--- config.mk ---
export PLATFORM = sky130hd
export DESIGN_NAME = pf_iod_dly_seq_ctrl
export DESIGN_NICKNAME = d
export VERILOG_FILES = /design/src/rtl/pf_iod_dly_pkg.sv /design/src/rtl/pf_iod_dly_settle_timer.sv /design/src/rtl/pf_iod_dly_seq_ctrl.sv
export SDC_FILE = /design/constraint.sdc
export NUM_CORES = 1
export LEC_CHECK = 0
export CAP_MARGIN = 20
export CORE_UTILIZATION = 53
export DETAILED_ROUTE_END_ITERATION = 8
export PLACE_DENSITY = 0.94
export SLEW_MARGIN = 20
export SYNTH_ARGS = -nofsm -noshare
export SYNTH_HDL_FRONTEND = slang
export SYNTH_SLANG_ARGS = --single-unit
--- constraint.sdc ---
create_clock -name FAB_CLK -period 3.8 [get_ports FAB_CLK]
set_input_delay 1.14 -clock FAB_CLK [delete_from_list [all_inputs] [get_ports FAB_CLK]]
set_output_delay 1.14 -clock FAB_CLK [all_outputs]
set_load 0.05 [all_outputs]
--- src/rtl/pf_iod_dly_pkg.sv ---
// Shared definitions for the IOD delay-line sequencer.
// Contents: command op encodings, sequencer state enum, lane-index width helper.
package pf_iod_dly_pkg;

    typedef enum logic [1:0] {
        OP_INC   = 2'b00,
        OP_DEC   = 2'b01,
        OP_LOAD  = 2'b10,
        OP_QUERY = 2'b11
    } op_t;

    typedef enum logic [2:0] {
        ST_IDLE,
        ST_SETUP,
        ST_PULSE,
        ST_SETTLE,
        ST_LOADP,
        ST_DONE
    } state_t;

    // Lane index width; a single-lane build still carries a 1-bit lane field.
    function automatic int unsigned lane_width(input int unsigned n);
        return (n <= 2) ? 1 : $clog2(n);
    endfunction

endpackage

--- src/rtl/pf_iod_dly_settle_timer.sv ---
// Loadable down-counter timing the settle gap after each MOVE/LOAD pulse.
// Ports:
//   clk, rst_n : clock, asynchronous active-low reset
//   start      : load the counter with 'load' (asserted the cycle before settle)
//   load       : settle length in cycles (>= 1)
//   done       : high in the last settle cycle
module pf_iod_dly_settle_timer #(
    parameter int unsigned SETTLE_CYC = 4,
    parameter int unsigned CNT_W      = $clog2(SETTLE_CYC + 1)
) (
    input  logic             clk,
    input  logic             rst_n,
    input  logic             start,
    input  logic [CNT_W-1:0] load,
    output logic             done
);

    logic [CNT_W-1:0] cnt_q;

    always_ff @(posedge clk or negedge rst_n) begin
        if (!rst_n) begin
            cnt_q <= '0;
        end else if (start) begin
            cnt_q <= load;
        end else if (cnt_q != '0) begin
            cnt_q <= cnt_q - 1'b1;
        end
    end

    // First settle cycle holds 'load', last one holds 1.
    assign done = (cnt_q == CNT_W'(1));

endmodule

--- src/rtl/pf_iod_dly_seq_ctrl.sv ---
// Sequencer for dynamic IOD delay lines. One shared engine runs one tap-adjust
// command at a time on a selected lane, spacing MOVE/LOAD pulses with a setup
// cycle and a settle gap, and stops early on DELAY_LINE_OUT_OF_RANGE.
// Ports:
//   FAB_CLK, ARST_N            : clock, asynchronous active-low reset
//   REQ_VALID/READY            : command handshake
//   REQ_LANE/OP/STEPS          : target lane, op (INC/DEC/LOAD/QUERY), tap count
//   RSP_VALID/LANE/TAP/OOR     : single-cycle completion report
//   DELAY_LINE_MOVE/LOAD       : one-hot per-lane pulses
//   DELAY_LINE_DIRECTION       : 1 = increment, shared by all lanes
//   DELAY_LINE_OUT_OF_RANGE    : per-lane range flag from the IODs
// Build option: PF_IOD_DLY_SHADOW_EN keeps an absolute tap shadow per lane
// and enables the 0/MAX_TAP limit checks; otherwise RSP_TAP reports taps moved.
module pf_iod_dly_seq_ctrl
    import pf_iod_dly_pkg::*;
#(
    parameter  int unsigned NUM_LANES  = 4,
    parameter  int unsigned TAP_W      = 7,
    parameter  int unsigned MAX_TAP    = 127,
    parameter  int unsigned LOAD_TAP   = 1,
    parameter  int unsigned SETTLE_CYC = 4,
    localparam int unsigned LANE_W     = lane_width(NUM_LANES)
) (
    input  logic                 FAB_CLK,
    input  logic                 ARST_N,
    input  logic                 REQ_VALID,
    output logic                 REQ_READY,
    input  logic [LANE_W-1:0]    REQ_LANE,
    input  logic [1:0]           REQ_OP,
    input  logic [7:0]           REQ_STEPS,
    output logic                 RSP_VALID,
    output logic [LANE_W-1:0]    RSP_LANE,
    output logic [TAP_W-1:0]     RSP_TAP,
    output logic                 RSP_OOR,
    output logic [NUM_LANES-1:0] DELAY_LINE_MOVE,
    output logic                 DELAY_LINE_DIRECTION,
    output logic [NUM_LANES-1:0] DELAY_LINE_LOAD,
    input  logic [NUM_LANES-1:0] DELAY_LINE_OUT_OF_RANGE
);

    localparam int unsigned CNT_W = $clog2(SETTLE_CYC + 1);

    state_t               state_q, state_d;
    logic [LANE_W-1:0]    lane_q;
    op_t                  op_q, req_op;
    logic [7:0]           rem_q;
    logic                 oor_q, dir_q;
    logic [NUM_LANES-1:0] lane_sel;
    logic                 accept, req_lane_ok, oor_in, at_limit, set_oor;
    logic                 timer_start, timer_done;
    logic [TAP_W-1:0]     cur_tap;

    assign req_op      = op_t'(REQ_OP);
    assign accept      = (state_q == ST_IDLE) && REQ_VALID;
    assign req_lane_ok = 32'(REQ_LANE) < NUM_LANES;
    assign lane_sel    = NUM_LANES'(1) << lane_q;
    assign oor_in      = |(DELAY_LINE_OUT_OF_RANGE & lane_sel);

`ifdef PF_IOD_DLY_SHADOW_EN
    logic [TAP_W-1:0] shadow_q [NUM_LANES];

    // An unmatched (out-of-range) lane reads as 0, which is what RSP_TAP reports.
    always_comb begin
        cur_tap = '0;
        for (int unsigned i = 0; i < NUM_LANES; i++) begin
            if (lane_q == LANE_W'(i)) cur_tap = shadow_q[i];
        end
    end

    assign at_limit = (op_q == OP_INC) ? (cur_tap == TAP_W'(MAX_TAP)) : (cur_tap == '0);

    always_ff @(posedge FAB_CLK or negedge ARST_N) begin
        if (!ARST_N) begin
            for (int unsigned i = 0; i < NUM_LANES; i++) shadow_q[i] <= TAP_W'(LOAD_TAP);
        end else begin
            for (int unsigned i = 0; i < NUM_LANES; i++) begin
                if (lane_q == LANE_W'(i)) begin
                    if (state_q == ST_PULSE) begin
                        shadow_q[i] <= (op_q == OP_INC) ? shadow_q[i] + 1'b1 : shadow_q[i] - 1'b1;
                    end else if (state_q == ST_LOADP) begin
                        shadow_q[i] <= TAP_W'(LOAD_TAP);
                    end
                end
            end
        end
    end
`else
    // Taps moved by the current command; a LOAD reports the known load value.
    logic [TAP_W-1:0] moved_q;

    assign cur_tap  = moved_q;
    assign at_limit = 1'b0;

    always_ff @(posedge FAB_CLK or negedge ARST_N) begin
        if (!ARST_N) begin
            moved_q <= '0;
        end else if (accept) begin
            moved_q <= '0;
        end else if (state_q == ST_PULSE) begin
            moved_q <= moved_q + 1'b1;
        end else if (state_q == ST_LOADP) begin
            moved_q <= TAP_W'(LOAD_TAP);
        end
    end
`endif

    always_ff @(posedge FAB_CLK or negedge ARST_N) begin
        if (!ARST_N) begin
            state_q <= ST_IDLE;
            lane_q  <= '0;
            op_q    <= OP_INC;
            rem_q   <= '0;
            oor_q   <= 1'b0;
            dir_q   <= 1'b0;
        end else begin
            state_q <= state_d;
            if (accept) begin
                lane_q <= REQ_LANE;
                op_q   <= req_op;
                rem_q  <= REQ_STEPS;
                oor_q  <= !req_lane_ok;
                dir_q  <= (req_op == OP_INC);
            end else begin
                if (state_q == ST_PULSE) rem_q <= rem_q - 8'd1;
                if (set_oor)             oor_q <= 1'b1;
            end
        end
    end

    always_comb begin
        state_d     = state_q;
        timer_start = 1'b0;
        set_oor     = 1'b0;
        case (state_q)
            ST_IDLE: begin
                if (REQ_VALID) begin
                    if (!req_lane_ok || req_op == OP_QUERY ||
                        (req_op != OP_LOAD && REQ_STEPS == '0)) begin
                        state_d = ST_DONE;
                    end else begin
                        state_d = ST_SETUP;
                    end
                end
            end
            ST_SETUP: begin
                if (op_q == OP_LOAD) begin
                    state_d = ST_LOADP;
                end else if (at_limit) begin
                    set_oor = 1'b1;
                    state_d = ST_DONE;
                end else begin
                    state_d = ST_PULSE;
                end
            end
            ST_PULSE, ST_LOADP: begin
                timer_start = 1'b1;
                state_d     = ST_SETTLE;
            end
            ST_SETTLE: begin
                // Range flag wins over completion; the shadow limit is only
                // checked before a further pulse would be issued.
                if (timer_done) begin
                    if (op_q == OP_LOAD) begin
                        state_d = ST_DONE;
                    end else if (oor_in) begin
                        set_oor = 1'b1;
                        state_d = ST_DONE;
                    end else if (rem_q == '0) begin
                        state_d = ST_DONE;
                    end else if (at_limit) begin
                        set_oor = 1'b1;
                        state_d = ST_DONE;
                    end else begin
                        state_d = ST_PULSE;
                    end
                end
            end
            ST_DONE: state_d = ST_IDLE;
            default: state_d = ST_IDLE;
        endcase
    end

    pf_iod_dly_settle_timer #(
        .SETTLE_CYC (SETTLE_CYC),
        .CNT_W      (CNT_W)
    ) u_settle (
        .clk   (FAB_CLK),
        .rst_n (ARST_N),
        .start (timer_start),
        .load  (CNT_W'(SETTLE_CYC)),
        .done  (timer_done)
    );

    assign REQ_READY            = (state_q == ST_IDLE);
    assign DELAY_LINE_MOVE      = (state_q == ST_PULSE) ? lane_sel : '0;
    assign DELAY_LINE_LOAD      = (state_q == ST_LOADP) ? lane_sel : '0;
    assign DELAY_LINE_DIRECTION = dir_q;
    assign RSP_VALID            = (state_q == ST_DONE);
    assign RSP_LANE             = RSP_VALID ? lane_q : '0;
    assign RSP_OOR              = RSP_VALID & oor_q;
    assign RSP_TAP              = RSP_VALID ? cur_tap : '0;

endmodule

# After elaboration in Yosys (flattened, before gate mapping)
# Cells that the tools add are included.
# Widths: inputs -> output; s select.
# totals
regBits	27
input_bits	19
# op_classes
n_addsub	3
eq_ne	11
shift	1
mux	26
bitwise_logic	2
reduce_logical	15
# op_table
cell	n
$mux 7	4
$mux 3	9
$logic_not 8->1	2
$mux 8	2
$pmux 3 s4	1
$mux 4	2
$sub 8x1->8 const B	1
$add 7x1->7 const B	1
$mux 1	7
$eq 3x1->1 const B	2
$eq 3x2->1 const B	2
$eq 3x3->1 const B	2
$ne 2x2->1 const B	3
$reduce_bool 2->1	3
$reduce_bool 3->1	2
$and 4x4->4	1
$eq 2x2->1 const B	2
$reduce_or 4->1	1
$shl 1x2->4 const A	1
$logic_not 3->1	1
$sub 3x1->3 const B	1
$logic_and 1x1->1	2
$logic_not 2->1	1
$mux 2	1
other kinds (4)	4

# Logic depth before layout (Yosys ltp)
# logic_depth
depth_word	9
depth_mapped	6
depth_no_buf	6

# Modules after synthesis
# A second synthesis with hierarchy kept.
# unflattened
cells_unflattened	199
area_unflattened_um2	1715.4
# by_module_without_submodules
mod	n_inst	cells_each	area_each_um2	seq_area_each_um2
pf_iod_dly_seq_ctrl	1	177	1496.4	600.6
pf_iod_dly_settle_timer	1	22	219.0	75.1

# Least setup slack after synthesis
# OpenSTA, ideal clock, no wires.
# synth_path
path_kind	flip-flop to output port
startpoint	register state_q[0]
endpoint	output DELAY_LINE_LOAD[0]
arrival_time_ns	2.098
required_time_ns	2.660
path_slack_ns	0.562
stages_incl_launch_ff	4
n_path_buf	1
path_cell_list	dfrtp_1 or3b_2 clkbuf_1 nor3_1
# synth_via
elab_chain_len	2
# synth_lines
item	line	rtl
from (decl)	pf_iod_dly_seq_ctrl.sv:43	state_t state_q, state_d;
from (signal assigned)	pf_iod_dly_seq_ctrl.sv:116	state_q <= state_d;
$eq 3x3->1	pf_iod_dly_seq_ctrl.sv:196	assign DELAY_LINE_LOAD = (state_q == ST_LOADP) ? lane_sel : '0;
$mux 4	pf_iod_dly_seq_ctrl.sv:196	
to (decl)	pf_iod_dly_seq_ctrl.sv:37	output logic [NUM_LANES-1:0] DELAY_LINE_LOAD,
# Every way passes these cells.

# Final worst setup path
# layout_path
startpoint	register state_q[2]
endpoint	output DELAY_LINE_LOAD[0]
# The elaborated chain is that of the path after synthesis.

==> flow_summary.json <==
{
  "start_kind": "flop",
  "post-route-min-period_ns": 3.646,
  "cts_tree": "yes",
  "syn_to_final_growth_pct": 27.47,
  "final_layout_size_suffix_gt1_share_pct": 5.128,
  "routedWlPerCell_microns": 14.05,
  "crit_path_max_fanout": 15,
  "tightest_slew_ns": 0.7115,
  "grt_overflow": 0,
  "power.leakage_nw": 0.9005,
  "track_usage_pct": 26.02,
  "grt_max_degree": 28,
  "period_share_pct": 95.94,
  "setup_violations": 0,
  "insertedDiodeCount": 0,
  "instances_no_fill": 265,
  "synthArstFlopShare_pct": 100.0,
  "cp_slowest_stage_delay_ns": 0.82,
  "synth-edff-count": 0,
  "num-nets-final": 260,
  "maxCapViolations": 0,
  "synthesis.area_sq_mm": 0.001635,
  "tns_ns": 0,
  "die_w_microns": 57.55,
  "rsz0062_at_grt": "no",
  "hpwlAfterDp_mm": 2.776,
  "yosysUniqueCellTypes": 37,
  "cpMaxStageDelayCell": "clkdlybuf4s50_1",
  "synth-seq-cells": 27,
  "critPathCaptureType": "output port",
  "clock_latency_ns": 0.32,
  "peakVddDrop_mv": 0.3868,
  "hold_viol": 0,
  "htreeDepth": 1,
  "clk_path_buf_depth": 2,
  "hold_path_class": "flop to flop",
  "core-area_sq_mm": 0.002829,
  "ioPinCount": 40,
  "cts_buffers": 3,
  "vias": 1593,
  "wirelength_mm": 3.724,
  "p_per_area_mw_per_mm2": 610.5,
  "route.detailed.drc": 1,
  "postCtsHoldBufs": 0,
  "post_cts_buffers": 0,
  "grt_pass1_wl_mm": 6.768,
  "gp_congestion": 0.8459,
  "ant_nets": 0,
  "cp_top_family": "buffers and inverters",
  "cp_cell_sequence": "or3b_2 -> nor3_1 -> clkdlybuf4s50_1",
  "cts.sinks": 27,
  "viasPerCell": 6.011,
  "cts.repair.resized": 0,
  "path_clk_slew_ns": 0.13,
  "worstPathRequired_ns": 2.66,
  "netlist_instances": 196,
  "ys_seq_area_share_pct": 41.32,
  "cp_num_buf_inv": 1,
  "fin_skew_ns": 0.008201,
  "syn_nets": 221,
  "status": "finished, violations left",
  "slew_viol_final": 0,
  "violations": "design-rule violations",
  "start_util_pct": 57.81,
  "cts.root.buffer_cell": "clkbuf_4",
  "crit_type": "flop to output port",
  "die-area_sq_mm": 0.003311,
  "grt_pass1_vias": 1530,
  "port-buffer-count": 39,
  "die_h_microns": 57.55,
  "yosys_most_used_dff": "dfrtp_1",
  "maxSlewHeadroom_pct": 52.16,
  "placed_cells": 261,
  "ys.warnings.count": 0,
  "dr.first_iter.drc_count": 96,
  "cp.arrival_ns": 2.51,
  "antenna_found_initial": 0,
  "drtPass1Iterations": 9,
  "rows": 19,
  "max_freq_mhz": 274.3,
  "avgSynthCellArea_sq_um": 8.343
}
layout make-up:
| cell class | count | area, sq um |
|---|---|---|
| Fill cell | 217 | 744.5 |
| Clock buffer | 4 | 26.28 |
| Inverter | 5 | 18.77 |
| Multi-Input combinational cell | 154 | 895.9 |
| Timing Repair Buffer | 44 | 427.9 |
| Sequential cell | 27 | 676.9 |
| Tap cell | 31 | 38.79 |
metrics by stage:
step | setup WS, ns | total power [W] | utilization (%) | cell area, sq um | hold WS [ns]
after floorplan | 0.5625 | 0.0009744 | - | 1635 | 0.4424
after global placement | 0.5714 | 0.001114 | 72.71 | 2057 | 0.4593
after detailed placement | 0.4927 | 0.001145 | 72.71 | 2057 | 0.4674
after CTS | 0.1240 | 0.001268 | 73.64 | 2083 | 0.4970
after global routing | 0.07512 | 0.001388 | 73.68 | 2085 | 0.5339
final | 0.1543 | 0.001273 | 73.68 | 2085 | 0.4898
cell usage in the layout (no fill, tap or decap), types with 4 or more instances in the layout:
| cell | n |
|---|---|
| nand4_1 | 6 |
| nor2_1 | 28 |
| dfrtp_1 | 26 |
| clkdlybuf4s50_1 | 39 |
| nor3_1 | 6 |
| ha_1 | 6 |
| a21oi_1 | 7 |
| and2_1 | 11 |
| a31oi_1 | 4 |
| o21ai_0 | 19 |
| buf_4 | 5 |
| inv_1 | 5 |
| nor2b_1 | 4 |
| nand2_1 | 28 |
per-layer routing:
metal	share of wire, %	track usage (%)
met1	44	35.04
met2	48	43.85
met3	6.2	3.628
met4	1.6	7.317
met5	0	0
kinds of logic (layout without fill, tap and decap cells):
kind of cell | count (synthesis) | after routing | synth area share (%)
compound gates | 45 | 45 | 17.14
xor+xnor | 1 | 1 | 0.5357
fa+ha+maj | 6 | 6 | 4.591
buf+inv | 15 | 53 | 3.902
flops | 27 | 27 | 41.32
mux | 2 | 2 | 1.989
simple gates | 100 | 100 | 30.53
path summary, 6_finish.rpt:
path                                                  start                               end  slack [ns]  cells past startpoint
min in group asynchronous                            ARST_N            cur_tap[0]$_DFFE_PN0P_        1.16                      2
max                                  state_q[2]$_DFFE_PN0P_                DELAY_LINE_LOAD[0]        0.15                      3
min                        DELAY_LINE_DIRECTION$_DFFE_PN0P_  DELAY_LINE_DIRECTION$_DFFE_PN0P_        0.49                      2
max reg2reg                            rem_q[2]$_DFFE_PN0P_            state_q[1]$_DFFE_PN0P_        2.08                      4
max in group asynchronous                            ARST_N            state_q[1]$_DFFE_PN0P_        2.36                      2
min reg2reg                DELAY_LINE_DIRECTION$_DFFE_PN0P_  DELAY_LINE_DIRECTION$_DFFE_PN0P_        0.49                      2
sequential cells by signal, summed over array words and instances (netlist names):
signal / flops
DELAY_LINE_DIRECTION: 1
cur_tap: 7
lane_q: 2
oor_q: 1
op_q: 2
rem_q: 8
state_q: 3
u_settle.cnt_q: 3
synthesized netlist by cell type, types with 3 or more instances:
library cell,instances,area [sq um]
o31ai_1,3,22.52
nor3_1,6,30.03
a31oi_1,4,25.02
nand3_1,3,15.01
and2_1,11,68.82
nor2b_1,4,25.02
o21ai_0,19,95.09
nand2b_1,3,18.77
nand2_1,28,105.1
a21oi_1,7,35.03
ha_1,6,75.07
inv_1,5,18.77
dfrtp_1,27,675.7
clkbuf_1,9,33.78
nor2_1,28,105.1
nand4_1,6,37.54
where the power goes:
part,switching (W),leakage [nW],total (W),internal [W]
Combinational,0.000355,0.548,0.000617,0.000262
Clock,0.0000823,0.0150,0.000123,0.0000411
Sequential,0.000129,0.338,0.000532,0.000403
tightest hold or removal path: stages (launching register included):
cell	delay, ns
dfrtp_1	0.36
nand2_1	0.05
o31ai_1	0.06
Note: power is estimated with default switching activity, not from simulation.
